[src/rtl/fpu_32_seq_multiplier.sv]
// Sequential IEEE-754 single-precision multiplier: radix-2 shift-add mantissa
// datapath (one partial product per cycle), round-to-nearest-even, flush-to-zero.
module fpu_32_seq_multiplier #(
    parameter int WIDTH = 32
) (
    input  logic             clk,
    input  logic             rst_n,
    input  logic             in_valid,
    output logic             in_ready,
    input  logic [WIDTH-1:0] A,
    input  logic [WIDTH-1:0] B,
    output logic             out_valid,
    input  logic             out_ready,
    output logic [WIDTH-1:0] result,
    output logic             overflow,
    output logic             underflow,
    output logic             invalid
);

    typedef enum logic [2:0] {
        S_IDLE,
        S_UNPACK,
        S_MULT,
        S_ROUND,
        S_DONE
    } state_t;

    state_t             state_q, state_d;
    logic [31:0]        a_q, a_d, b_q, b_d;
    logic [47:0]        mcand_q, mcand_d;
    logic [47:0]        acc_q, acc_d;
    logic [23:0]        mplier_q, mplier_d;
    logic [4:0]         cnt_q, cnt_d;
    logic signed [9:0]  exp_q, exp_d;
    logic               sign_q, sign_d;
    logic [31:0]        result_q, result_d;
    logic               ovf_q, ovf_d, unf_q, unf_d, inv_q, inv_d;

    logic [7:0]         ea, eb;
    logic [22:0]        fa, fb;
    logic               nan_a, nan_b, inf_a, inf_b, zero_a, zero_b;
    logic [23:0]        mant;
    logic               guard, sticky, round_up;
    logic [24:0]        mant_r;
    logic signed [9:0]  exp_n, exp_r;
    logic [22:0]        frac_r;

    assign ea     = a_q[30:23];
    assign eb     = b_q[30:23];
    assign fa     = a_q[22:0];
    assign fb     = b_q[22:0];
    assign nan_a  = (ea == 8'hFF) && (fa != '0);
    assign nan_b  = (eb == 8'hFF) && (fb != '0);
    assign inf_a  = (ea == 8'hFF) && (fa == '0);
    assign inf_b  = (eb == 8'hFF) && (fb == '0);
    assign zero_a = (ea == 8'h00);
    assign zero_b = (eb == 8'h00);

    // Product of two 1.x mantissas lies in [1,4); bit 47 selects the normalising shift.
    always_comb begin
        mant   = acc_q[46:23];
        guard  = acc_q[22];
        sticky = |acc_q[21:0];
        exp_n  = exp_q;
        if (acc_q[47]) begin
            mant   = acc_q[47:24];
            guard  = acc_q[23];
            sticky = |acc_q[22:0];
            exp_n  = exp_q + 10'sd1;
        end
        round_up = guard & (sticky | mant[0]);
        mant_r   = {1'b0, mant} + {24'd0, round_up};
        exp_r    = mant_r[24] ? exp_n + 10'sd1 : exp_n;
        frac_r   = mant_r[24] ? mant_r[23:1] : mant_r[22:0];
    end

    always_comb begin
        state_d  = state_q;
        a_d      = a_q;
        b_d      = b_q;
        mcand_d  = mcand_q;
        acc_d    = acc_q;
        mplier_d = mplier_q;
        cnt_d    = cnt_q;
        exp_d    = exp_q;
        sign_d   = sign_q;
        result_d = result_q;
        ovf_d    = ovf_q;
        unf_d    = unf_q;
        inv_d    = inv_q;
        case (state_q)
            S_IDLE: begin
                if (in_valid) begin
                    a_d     = A;
                    b_d     = B;
                    ovf_d   = 1'b0;
                    unf_d   = 1'b0;
                    inv_d   = 1'b0;
                    state_d = S_UNPACK;
                end
            end
            S_UNPACK: begin
                sign_d  = a_q[31] ^ b_q[31];
                state_d = S_DONE;
                if (nan_a || nan_b || (inf_a && zero_b) || (zero_a && inf_b)) begin
                    result_d = 32'h7FC0_0000;
                    inv_d    = 1'b1;
                end else if (inf_a || inf_b) begin
                    result_d = {a_q[31] ^ b_q[31], 8'hFF, 23'd0};
                end else if (zero_a || zero_b) begin
                    result_d = {a_q[31] ^ b_q[31], 31'd0};
                end else begin
                    mcand_d  = {24'd0, 1'b1, fa};
                    mplier_d = {1'b1, fb};
                    acc_d    = '0;
                    cnt_d    = '0;
                    exp_d    = $signed({2'b00, ea}) + $signed({2'b00, eb}) - 10'sd127;
                    state_d  = S_MULT;
                end
            end
            S_MULT: begin
                if (mplier_q[0]) begin
                    acc_d = acc_q + mcand_q;
                end
                mcand_d  = mcand_q << 1;
                mplier_d = mplier_q >> 1;
                cnt_d    = cnt_q + 5'd1;
                if (cnt_q == 5'd23) begin
                    state_d = S_ROUND;
                end
            end
            S_ROUND: begin
                state_d = S_DONE;
                if (exp_r >= 10'sd255) begin
                    result_d = {sign_q, 8'hFF, 23'd0};
                    ovf_d    = 1'b1;
                end else if (exp_r <= 10'sd0) begin
                    result_d = {sign_q, 31'd0};
                    unf_d    = 1'b1;
                end else begin
                    result_d = {sign_q, exp_r[7:0], frac_r};
                end
            end
            S_DONE: begin
                if (out_ready) begin
                    state_d = S_IDLE;
                end
            end
            default: state_d = S_IDLE;
        endcase
    end

    always_ff @(posedge clk or negedge rst_n) begin
        if (!rst_n) begin
            state_q  <= S_IDLE;
            a_q      <= '0;
            b_q      <= '0;
            mcand_q  <= '0;
            acc_q    <= '0;
            mplier_q <= '0;
            cnt_q    <= '0;
            exp_q    <= '0;
            sign_q   <= 1'b0;
            result_q <= '0;
            ovf_q    <= 1'b0;
            unf_q    <= 1'b0;
            inv_q    <= 1'b0;
        end else begin
            state_q  <= state_d;
            a_q      <= a_d;
            b_q      <= b_d;
            mcand_q  <= mcand_d;
            acc_q    <= acc_d;
            mplier_q <= mplier_d;
            cnt_q    <= cnt_d;
            exp_q    <= exp_d;
            sign_q   <= sign_d;
            result_q <= result_d;
            ovf_q    <= ovf_d;
            unf_q    <= unf_d;
            inv_q    <= inv_d;
        end
    end

    assign in_ready  = (state_q == S_IDLE);
    assign out_valid = (state_q == S_DONE);
    assign result    = result_q;
    assign overflow  = ovf_q;
    assign underflow = unf_q;
    assign invalid   = inv_q;

endmodule

[config.mk]
export PLATFORM = sky130hd
export DESIGN_NAME = fpu_32_seq_multiplier
export DESIGN_NICKNAME = d
export VERILOG_FILES = /design/src/rtl/fpu_32_seq_multiplier.sv
export SDC_FILE = /design/constraint.sdc
export NUM_CORES = 1
export LEC_CHECK = 0
export CAP_MARGIN = 30
export CORE_MARGIN = 2
export CORE_UTILIZATION = 53
export DETAILED_ROUTE_END_ITERATION = 10
export PLACE_DENSITY = 0.83
export SLEW_MARGIN = 20
export SYNTH_ARGS = -nofsm -noshare
export SYNTH_HDL_FRONTEND = slang
export SYNTH_SLANG_ARGS = --single-unit
[constraint.sdc]
create_clock -name clk -period 4.16 [get_ports clk]
set_input_delay 0.832 -clock clk [delete_from_list [all_inputs] [get_ports clk]]
set_output_delay 0.832 -clock clk [all_outputs]
set_load 0.05 [all_outputs]
# ---- Yosys cells after proc, flatten, opt, wreduce, memory -nomap -nowiden
# Index checks and enable logic that the tools add are counted.
# Widths: inputs -> output; s select.
dict set report totals {
  ff_bits 238
}
dict set report op_classes {
  n_mux 44
  bitwise_logic 6
  reduce_logical 33
  n_lt_le_gt_ge 2
  add_sub_neg 7
  n_eq_ne 19
}
# op n
set ops {}
lappend ops {{$mux 48} 7}
lappend ops {{$pmux 48 s2} 2}
lappend ops {{$mux 24} 4}
lappend ops {{$mux 32} 3}
lappend ops {{$pmux 32 s2} 1}
lappend ops {{$mux 31} 2}
lappend ops {{$add 48x48->48} 1}
lappend ops {{$pmux 24 s2} 1}
lappend ops {{$logic_not 23->1} 2}
lappend ops {{$reduce_bool 23->1} 2}
lappend ops {{$add 24x1->25} 1}
lappend ops {{$mux 23} 1}
lappend ops {{$reduce_or 23->1} 1}
lappend ops {{$reduce_or 22->1} 1}
lappend ops {{$add 10x2->10 const B} 2}
lappend ops {{$mux 10} 2}
lappend ops {{$ne 2x2->1 const B} 10}
lappend ops {{$mux 3} 6}
lappend ops {{$eq 8x8->1 const B} 2}
lappend ops {{$logic_not 8->1} 2}
lappend ops {{$mux 5} 3}
lappend ops {{$pmux 3 s5} 1}
lappend ops {{$reduce_and 4->1} 3}
lappend ops {{$ge 10x9->1 const B} 1}
lappend ops {{24 further kinds} 50}

# ---- Longest topological paths before layout
# Gate-level depths: netlist (run 1).
dict set report depth {
  ltp_word 10
  mapped_depth 20
  mapped_depth_nobuf 14
}

# ---- Worst setup path after synthesis (run 1)
# No wires, ideal clock.
dict set report synth_timing {
  kind {reg2reg}
  from {register acc_q[47]}
  to {register result_q[1] (netlist: result[1])}
  path_stages_with_launch 21
  arrival_time_ns 4.318
  slack_ns -0.279
  setup_ns 0.121
  synth_period_minus_slack_ns 4.439
  path_cell_list {dfrtp_1 -> buf_6 -> buf_4 -> clkbuf_1 -> clkbuf_1 -> clkbuf_1 -> nand2_1 -> a21boi_0 -> ha_1 -> and4_1 -> buf_2 -> and4_1 -> buf_6 -> nand2_2 -> or3b_1 -> xnor2_1 -> or4_4 -> nand3_2 -> nor2_2 -> buf_6 -> a22o_1}
}
dict set report synth_via {
  elab_chain_len 9
  word_cells_on_any_way 15
}
# item line
set synth_rtl {}
lappend synth_rtl {{from (decl)} 31} ;# logic [47:0] acc_q, acc_d;
lappend synth_rtl {{from (signal assigned)} 159} ;# acc_q <= '0;
lappend synth_rtl {{from (signal assigned)} 173} ;# acc_q <= acc_d;
lappend synth_rtl {{$mux 1 / $mux 24 (equally long branches)} 65} ;# if (acc_q[47]) begin
lappend synth_rtl {{$or 1x1->1} 71} ;# round_up = guard & (sticky | mant[0]);
lappend synth_rtl {{$and 1x1->1} 71}
lappend synth_rtl {{$add 24x1->25} 72} ;# mant_r = {1'b0, mant} + {24'd0, round_up};
lappend synth_rtl {{$mux 10} 73} ;# exp_r = mant_r[24] ? exp_n + 10'sd1 : exp_n;
lappend synth_rtl {{$le 10x1->1} 137} ;# end else if (exp_r <= 10'sd0) begin
lappend synth_rtl {{$mux 31} 137}
lappend synth_rtl {{$mux 31 (*)} 134} ;# if (exp_r >= 10'sd255) begin
lappend synth_rtl {{$pmux 32 s2 (*)} 91} ;# case (state_q)
lappend synth_rtl {{to (signal assigned)} 178} ;# result_q <= result_d;
lappend synth_rtl {{to (decl)} 36} ;# logic [31:0] result_q, result_d;
# Every way passes the cells marked *; elsewhere a longest branch is shown, timed or not.
# A chain may end at the register's enable or synchronous reset.

# ---- Final worst setup path (run 1)
# Ends and elaborated chain as after synthesis.

==> qor.tcl, run 1 <==
set qor(root_buffer) {sky130_fd_sc_hd__clkbuf_16}
set qor(synth_top_family_by_area) {simple AND/OR/NAND/NOR gates}
set qor(cts.repair_timing.setup_buffer_count) 0
set qor(cts_hold_repair.buffers) 0
set qor(fin_tns_setup_ns) 0
set qor(first_global_vias) 11282
set qor(crit_fanout) 13
set qor(die-area_mm2) 0.0280
set qor(boundaryPins) 105
set qor(detailed_placement_wirelength_estimate_mm) 23.4
set qor(place.port_buffers) 104
set qor(grt_first_pass_wirelength_mm) 55.4
set qor(grt_start_max_net_pins) 115
set qor(cts.repair.resized) 0
set qor(tritoncts) {built}
set qor(cp-end-kind) {flop}
set qor(die_w_um) 167
set qor(row_count) 59
set qor(route.antenna.remaining_nets) 0
set qor(share_of_final_layout_standard_cells_stronger_than_drive_strength_1) 0.0855
set qor(post-synth-top-area-cell) {sky130_fd_sc_hd__dfrtp_1}
set qor(antenna_found_initial) 1
set qor(finalWorstPathRequiredPeriod_ns) 3.85
set qor(cts.sinks) 238
set qor(clockBufferDepth) 3
set qor(cts.reportedPaths.clkPinSlew_ns) 0.06
set qor(final_cell_count_no_fill) 1996
set qor(slew-limit-headroom) 0.395
set qor(groute.usage.overall) 0.235
set qor(part_of_the_yosys_area_used_for_sequential_elements) 0.422
set qor(num_vias) 11672
set qor(worst_setup_path_start_kind) {flop}
set qor(drc) 9
set qor(synthesis.nets) 1728
set qor(max-cap-violations) 0
set qor(synth.yosys.warnings) 0
set qor(synth_area_leaders) {sky130_fd_sc_hd__dfrtp_1 (42%), sky130_fd_sc_hd__nand2_1 (8.1%), sky130_fd_sc_hd__ha_1 (5.8%)}
set qor(globalRoute.totalOverflow) 0
set qor(avgViaCountPerCell) 5.85
set qor(run_status) {finished with violations}
set qor(cts_inserted_buffers) 26
set qor(place_area_mm2) 0.0154
set qor(period_share) 0.925
set qor(setup_viol_count_final) 0
set qor(synth-async-reset-ratio) 1.00
set qor(timing.final.max_slew_violations) 0
set qor(critPathRequiredTime_ns) 4.62
set qor(floorplan.initialDensity) 0.540
set qor(portion_of_synthesized_cell_area_occupied_by_the_leading_cell_type) 0.422
set qor(setup.worst_path.class) {flop to flop}
set qor(synth_compound_gate_area_share) 0.166
set qor(vdd.ir_drop.worst_uv) 472
set qor(synth_simple_gate_area_frac) 0.188
set qor(synth_xor_xnor_area_share) 0.0639
set qor(failed_checks) {design-rule violations}
set qor(avgRoutedWirePerCell_um) 16.3
set qor(sum_of_routed_wire_length_over_all_layers_mm) 32.6
set qor(filler_cell_count) 2140
set qor(critPathArrivalTime_ns) 4.31
set qor(hold_path_class) {primary input to async pin}
set qor(hold_slack_ns) 0.352
set qor(finalHoldViolations) 0
set qor(power_leakage_nw) 6.96
set qor(die_h_um) 167
set qor(yosysUniqueCellTypes) 73
set qor(fin_area_mm2) 0.0162
set qor(layout.cells.most_common) {sky130_fd_sc_hd__nand2_1}
set qor(ys_seq_elements) 238
set qor(core_region_area_mm2) 0.0261
set qor(dp_cells) 1951
set qor(power_density_mw_per_mm2) 755
set qor(yosys.area_share.adder) 0.0613
set qor(design_power_w) 0.0122
set qor(worst_slew_pin_slew_ns) 0.907
set qor(num_antenna_cells) 0
set qor(syn_area_per_cell_um2) 8.87
set qor(max_freq_mhz) 260
set qor(final_wtd_congestion) 0.893
set qor(synth.cell_area_mm2) 0.0141
set qor(syn2layout_area_growth_pct) 14.9
set qor(synth.area.mux_share) 0.0617
set qor(drtIter0Drc) 948
set qor(clkLatencyLatePin_ns) 0.54
set qor(final_net_count) 1780
set qor(synth-edff-count) 0
set qor(most_frequent_cells_in_the_layout) {sky130_fd_sc_hd__nand2_1 (304), sky130_fd_sc_hd__dfrtp_1 (237), sky130_fd_sc_hd__nor2_1 (133)}
set qor(skew_ns) 0.0121
set qor(drt_pass1_iterations) 8
set qor(ctsHtreeMaxLevel) 1
set qor(cell_count_after_synthesis) 1592
set qor(synth_ff_type) {sky130_fd_sc_hd__dfrtp_1}
set qor(grt_setup_unrepaired) {false}
[cells in the mapped netlist, drive strengths merged, types with 4 or more instances]
| library cell | instances |
|---|---|
| nor4 | 21 |
| xor2 | 44 |
| xnor2 | 59 |
| a31oi | 52 |
| o211ai | 7 |
| nor2b | 8 |
| nand3 | 34 |
| a21o | 33 |
| nand4 | 26 |
| buf | 16 |
| o21bai | 12 |
| mux2 | 64 |
| nor3 | 22 |
| ha | 66 |
| dfrtp | 238 |
| and4 | 4 |
| a21oi | 69 |
| clkbuf | 79 |
| a22o | 16 |
| a41oi | 5 |
| nor3b | 4 |
| o31ai | 6 |
| a211oi | 5 |
| and2 | 8 |
| inv | 34 |
| and3 | 8 |
| nor2 | 135 |
| o21ai | 135 |
| nand2 | 307 |
| mux2i | 15 |
| nand2b | 11 |
[layout make-up]
type,count,area [um^2],area share
inverters,34,128,0.00787
clock inverters,6,68.8,0.00424
flip-flops and latches,238,5960,0.367
multi-input cells,1225,7680,0.473
repair buffers,119,1200,0.0742
clock buffers,39,769,0.0474
well taps,335,419,0.0258
[worst paths after layout]
kind                            start          to  depth (start not counted)  slack, ns
max reg2reg                 acc_q[47]   result[1]                         12       0.31
min reg2reg                result[14]  result[14]                          2       0.48
max in group asynchronous       rst_n   acc_q[17]                          2       2.82
min in group clk           result[14]  result[14]                          2       0.48
min                             rst_n    exp_q[9]                          1       0.35
max                         acc_q[47]   result[1]                         12       0.31
[cells by family (layout without fill, tap and decap cells)]
kind of cell	count (synthesis)	in the layout
AOI/OAI and AO/OA	376	376
xor gates and xnor gates	103	103
adders and majority gates	68	68
buffers and inverters	129	198
DFF	238	238
muxes	79	79
and+or+nand+nor	599	599
[power breakdown]
| part | leakage, nW | internal, W | switching (W) |
|---|---|---|---|
| Clock | 0.411 | 0.00133 | 0.000920 |
| Combinational | 3.57 | 0.00241 | 0.00343 |
| Sequential | 2.98 | 0.00324 | 0.000908 |
| Total | 6.96 | 0.00699 | 0.00525 |
[metrics by stage]
step / util / worst slack (ns)
4_1_cts: 0.621 / 0.313
3_3_place_gp: 0.588 / 0.483
2_1_floorplan: - / 0.0745
3_5_place_dp: 0.589 / 0.323
5_1_grt: 0.621 / 0.0328
6_report: 0.621 / 0.313
[sequential cells by signal (all words and copies together) (netlist names)]
| signal | flops |
|---|---|
| b_q | 32 |
| invalid | 1 |
| overflow | 1 |
| acc_q | 48 |
| exp_q | 10 |
| result | 32 |
| underflow | 1 |
| mplier_q | 24 |
| mcand_q | 48 |
| cnt_q | 5 |
| state_q | 3 |
| sign_q | 1 |
| a_q | 32 |
[worst max-delay path, stage by stage (launching register included)]
cell	delay [ns]
sky130_fd_sc_hd__dfrtp_2	0.48
sky130_fd_sc_hd__nand2b_1	0.24
sky130_fd_sc_hd__a21boi_0	0.24
sky130_fd_sc_hd__ha_1	0.24
sky130_fd_sc_hd__and4_1	0.33
sky130_fd_sc_hd__and4_1	0.30
sky130_fd_sc_hd__nand2_2	0.12
sky130_fd_sc_hd__or3b_1	0.39
sky130_fd_sc_hd__xnor2_1	0.17
sky130_fd_sc_hd__a41oi_1	0.34
sky130_fd_sc_hd__nand3_2	0.29
sky130_fd_sc_hd__nor2_2	0.43
sky130_fd_sc_hd__a22o_1	0.20
[layer usage]
metal | up-vias | wire length [um] | global-route usage | part of all wire
met2 | 355 | 15400 | 0.390 | 0.47
met1 | 5551 | 14600 | 0.326 | 0.45
li1 | 5692 | - | - | -
met4 | 2 | 799 | 0.0673 | 0.024
met3 | 72 | 1800 | 0.0314 | 0.055
met5 | - | 13 | 0 | 0.00040
Power figures use the tool's default switching activity.
==> run 2, diff against run 1 <==
Settings changed: CAP_MARGIN 30 to 20, GPL_TIMING_DRIVEN set to 0.
==> run 2 against run 1 <==
Against the previous run:
- the run still ends with design-rule violations left
- register-to-register slack barely moved
- final cell count rose by 4.1%
- combinational power grew 4.3%
- count of clock-buffer cells in the layout decreased by 2
- sequential share of layout area is 0.63 points lower
- design area up 1.7%
- critical path type unchanged
==> qor.tcl, run 2 (synthesized netlist as in run 1, its figures left out) <==
set qor(grt_start_max_net_pins) 105 ;# -8.7%
set qor(r2r-end) {result[2]}
set qor(share_of_final_layout_standard_cells_stronger_than_drive_strength_1) 0.0792 ;# -0.00627
set qor(max_freq_mhz) 259 ;# -0.22%
set qor(boundaryPins) 105 ;# unchanged
set qor(crit-reg2reg-launch) {acc_q[47]}
set qor(r2r.worst_path.cells) 15 ;# +3
set qor(power_density_mw_per_mm2) 757 ;# +0.33%
set qor(path_depth) 15 ;# +3
set qor(hold_path_class) {primary input to async pin}
set qor(die-area_mm2) 0.0280 ;# unchanged
set qor(sum_of_routed_wire_length_over_all_layers_mm) 34.3 ;# +5.2%
set qor(detailed_placement_wirelength_estimate_mm) 25.8 ;# +10%
set qor(drc) 10 ;# +1
set qor(worst_slew_pin_slew_ns) 0.824 ;# -0.0830 ns
set qor(cts_inserted_buffers) 27 ;# +3.8%
set qor(cp_cell_sequence) {buf_12, nand2b_1, a21boi_0, ha_1, and4_1, buf_2, and4_1, buf_6, nand2_2, or3b_1, xnor2_1, or4_4, nand3_2, buf_2, o21ai_0}
set qor(finalHoldViolations) 0 ;# unchanged
set qor(timing.final.max_slew_violations) 0 ;# unchanged
set qor(critPathRequiredTime_ns) 4.57 ;# -0.05 ns
set qor(crit_fanout) 46 ;# +33
set qor(cts.sinks) 238 ;# unchanged
set qor(final_wtd_congestion) 0.912 ;# +2.2%
set qor(setup_viol_count_final) 0 ;# unchanged
set qor(grt_setup_unrepaired) {false}
set qor(cts.reportedPaths.clkPinSlew_ns) 0.06 ;# about the same
set qor(power_frac_clock) 0.186 ;# +0.002
set qor(cp-startpoint) {acc_q[47]}
set qor(fin_tns_setup_ns) 0 ;# unchanged
set qor(drt_pass1_iterations) 8 ;# unchanged
set qor(run_status) {finished with violations}
set qor(tritoncts) {built}
set qor(ctsHtreeMaxLevel) 1 ;# unchanged
set qor(skew_ns) 0.00780 ;# -0.00432 ns
set qor(layout.cells.most_common) {sky130_fd_sc_hd__nand2_1}
set qor(root_buffer) {sky130_fd_sc_hd__clkbuf_16}
set qor(max-cap-violations) 0 ;# unchanged
set qor(swShare) 0.436 ;# +0.00695
set qor(avgViaCountPerCell) 5.81 ;# -0.71%
set qor(critical-path-top-delay-family) {simple AND/OR/NAND/NOR gates}
set qor(finalWorstPathRequiredPeriod_ns) 3.86 ;# +0.00847 ns
set qor(die_w_um) 167 ;# unchanged
set qor(syn2layout_area_growth_pct) 16.9
set qor(power.net_switching_w) 0.00545 ;# +3.7%
set qor(power_frac_comb) 0.487 ;# +0.010
set qor(route.antenna.remaining_nets) 0 ;# unchanged
set qor(timing.critical_path.buf_inv) 4 ;# +4
set qor(first_global_vias) 11721 ;# +3.9%
set qor(worst_setup_path_start_kind) {flop}
set qor(timing.critical_path.to) {result[2]}
set qor(power_leakage_nw) 7.06 ;# +1.4%
set qor(groute.usage.overall) 0.248 ;# +0.0131
set qor(ff2ff_setup_slack_ns) 0.30 ;# about the same
set qor(slew-limit-headroom) 0.449 ;# +0.0533
set qor(worst_setup_slack_final_ns) 0.305 ;# -0.00847 ns
set qor(setup.worst_path.class) {flop to flop}
set qor(period_share) 0.927 ;# +0.00204
set qor(num_vias) 12059 ;# +3.3%
set qor(critical-path-max-stage-delay_ns) 0.50 ;# +0.02 ns
set qor(core_region_area_mm2) 0.0261 ;# unchanged
set qor(critical_path.slowest_cell) {sky130_fd_sc_hd__or4_4}
set qor(drtIter0Drc) 812 ;# -14%
set qor(cts.repair_timing.setup_buffer_count) 0 ;# unchanged
set qor(place.port_buffers) 104 ;# unchanged
set qor(dp_slack_ns) -0.624 ;# -0.947 ns
set qor(floorplan.initialDensity) 0.540 ;# unchanged
set qor(globalRoute.totalOverflow) 0 ;# unchanged
set qor(biggestRegsByFlops) {acc_q x48, mcand_q x48}
set qor(most_frequent_cells_in_the_layout) {sky130_fd_sc_hd__nand2_1 (305), sky130_fd_sc_hd__dfrtp_1 (237), sky130_fd_sc_hd__o21ai_0 (133), sky130_fd_sc_hd__nor2_1 (133), sky130_fd_sc_hd__clkdlybuf4s50_1 (103)}
set qor(failed_checks) {design-rule violations}
set qor(seqPwrFrac) 0.327 ;# -0.012
set qor(cp-end-kind) {flop}
set qor(critPathArrivalTime_ns) 4.27 ;# -0.04 ns
set qor(grt_first_pass_wirelength_mm) 57.9 ;# +4.5%
set qor(row_count) 59 ;# unchanged
set qor(vdd.ir_drop.worst_uv) 398 ;# -16%
set qor(antenna_found_initial) 0 ;# -1
set qor(final_net_count) 1859 ;# +4.4%
set qor(num_antenna_cells) 0 ;# unchanged
set qor(clkLatencyLatePin_ns) 0.55 ;# about the same
set qor(cell_internal_pwr_w) 0.00705 ;# +0.83%
set qor(avgRoutedWirePerCell_um) 16.5 ;# +1.1%
set qor(clockBufferDepth) 3 ;# unchanged
set qor(die_h_um) 167 ;# unchanged
## run 2: changes by cell type in the layout (fill, tap and decap cells not counted), sizes merged
cell / change
clkbuf: +73
bufinv: +1
inv: +2
buf: +3
clkinv: +2
## run 2: power by group through the flow
stage                     registers, W  logic (W)  clock network, W
after floorplan                0.00410    0.00432                 0
after global placement         0.00405    0.00582                 0
after detailed placement       0.00409    0.00600                 0
after CTS                      0.00406    0.00605           0.00235
after global routing           0.00420    0.00680           0.00245
final                          0.00409    0.00609           0.00232
## run 2: repair_timing
action	4_1_cts	5_1_grt
hold buffers	0	0
resized for setup	2	5
setup endpoints to repair	33	29
hold endpoints to repair	0	0
## run 2: worst reg2reg max path, stage by stage, from the launching register on
cell                       delay, ns
sky130_fd_sc_hd__dfrtp_2        0.45
sky130_fd_sc_hd__buf_12         0.21
sky130_fd_sc_hd__nand2b_1       0.24
sky130_fd_sc_hd__a21boi_0       0.20
sky130_fd_sc_hd__ha_1           0.22
sky130_fd_sc_hd__and4_1         0.17
sky130_fd_sc_hd__buf_2          0.18
sky130_fd_sc_hd__and4_1         0.22
sky130_fd_sc_hd__buf_6          0.15
sky130_fd_sc_hd__nand2_2        0.11
sky130_fd_sc_hd__or3b_1         0.40
sky130_fd_sc_hd__xnor2_1        0.17
sky130_fd_sc_hd__or4_4          0.50
sky130_fd_sc_hd__nand3_2        0.14
sky130_fd_sc_hd__buf_2          0.22
sky130_fd_sc_hd__o21ai_0        0.13
## run 2: cell type report
| type | count | area, um^2 |
|---|---|---|
| plain buffers | 91 | 387 |
| clock inverters | 11 | 126 |
| repair buffers | 106 | 1100 |
| fillers | 2151 | 9630 |
| well taps | 335 | 419 |
| clock buffers | 37 | 733 |
| flip-flops and latches | 238 | 5960 |
| inverters | 34 | 128 |
| multi-input cells | 1225 | 7650 |
## run 2: worst min path at each step
stage                     from          to  depth (start not counted)
finish                   rst_n   underflow                          1
global route             rst_n   underflow                          1
CTS                      rst_n   underflow                          1
detailed placement   result[8]   result[8]                          2
global placement    result[12]  result[12]                          2
floorplan               a_q[0]  mcand_q[0]                          2
## run 2: routing by layer
layer	routed length [um]	vias to the layer above	track usage
met4	928	0	0.0703
met2	16000	356	0.409
met5	0	-	0
met1	15400	5753	0.343
met3	1980	75	0.0376
li1	-	5875	-
## run 2: per-stage QoR
| stage | hold WS (ns) | utilization | power (W) | instance area (um^2) | instances |
|---|---|---|---|---|---|
| 3_3_place_gp | 0.464 | 0.596 | 0.00987 | 15600 | 2031 |
| 4_1_cts | 0.135 | 0.631 | 0.0125 | 16500 | 2078 |
| 5_1_grt | 0.143 | 0.632 | 0.0135 | 16500 | 2077 |
| 6_report | 0.142 | 0.632 | 0.0125 | 16500 | 2077 |
| 2_1_floorplan | 0.457 | - | 0.00842 | 14100 | 1592 |
| 3_5_place_dp | 0.477 | 0.599 | 0.0101 | 15700 | 2033 |
==> run 3, diff against run 2 <==
Settings changed: TNS_END_PERCENT set to 1.
==> results of run 3 <==
No change in the layout: final DEF, timing and power equal those of run 2.
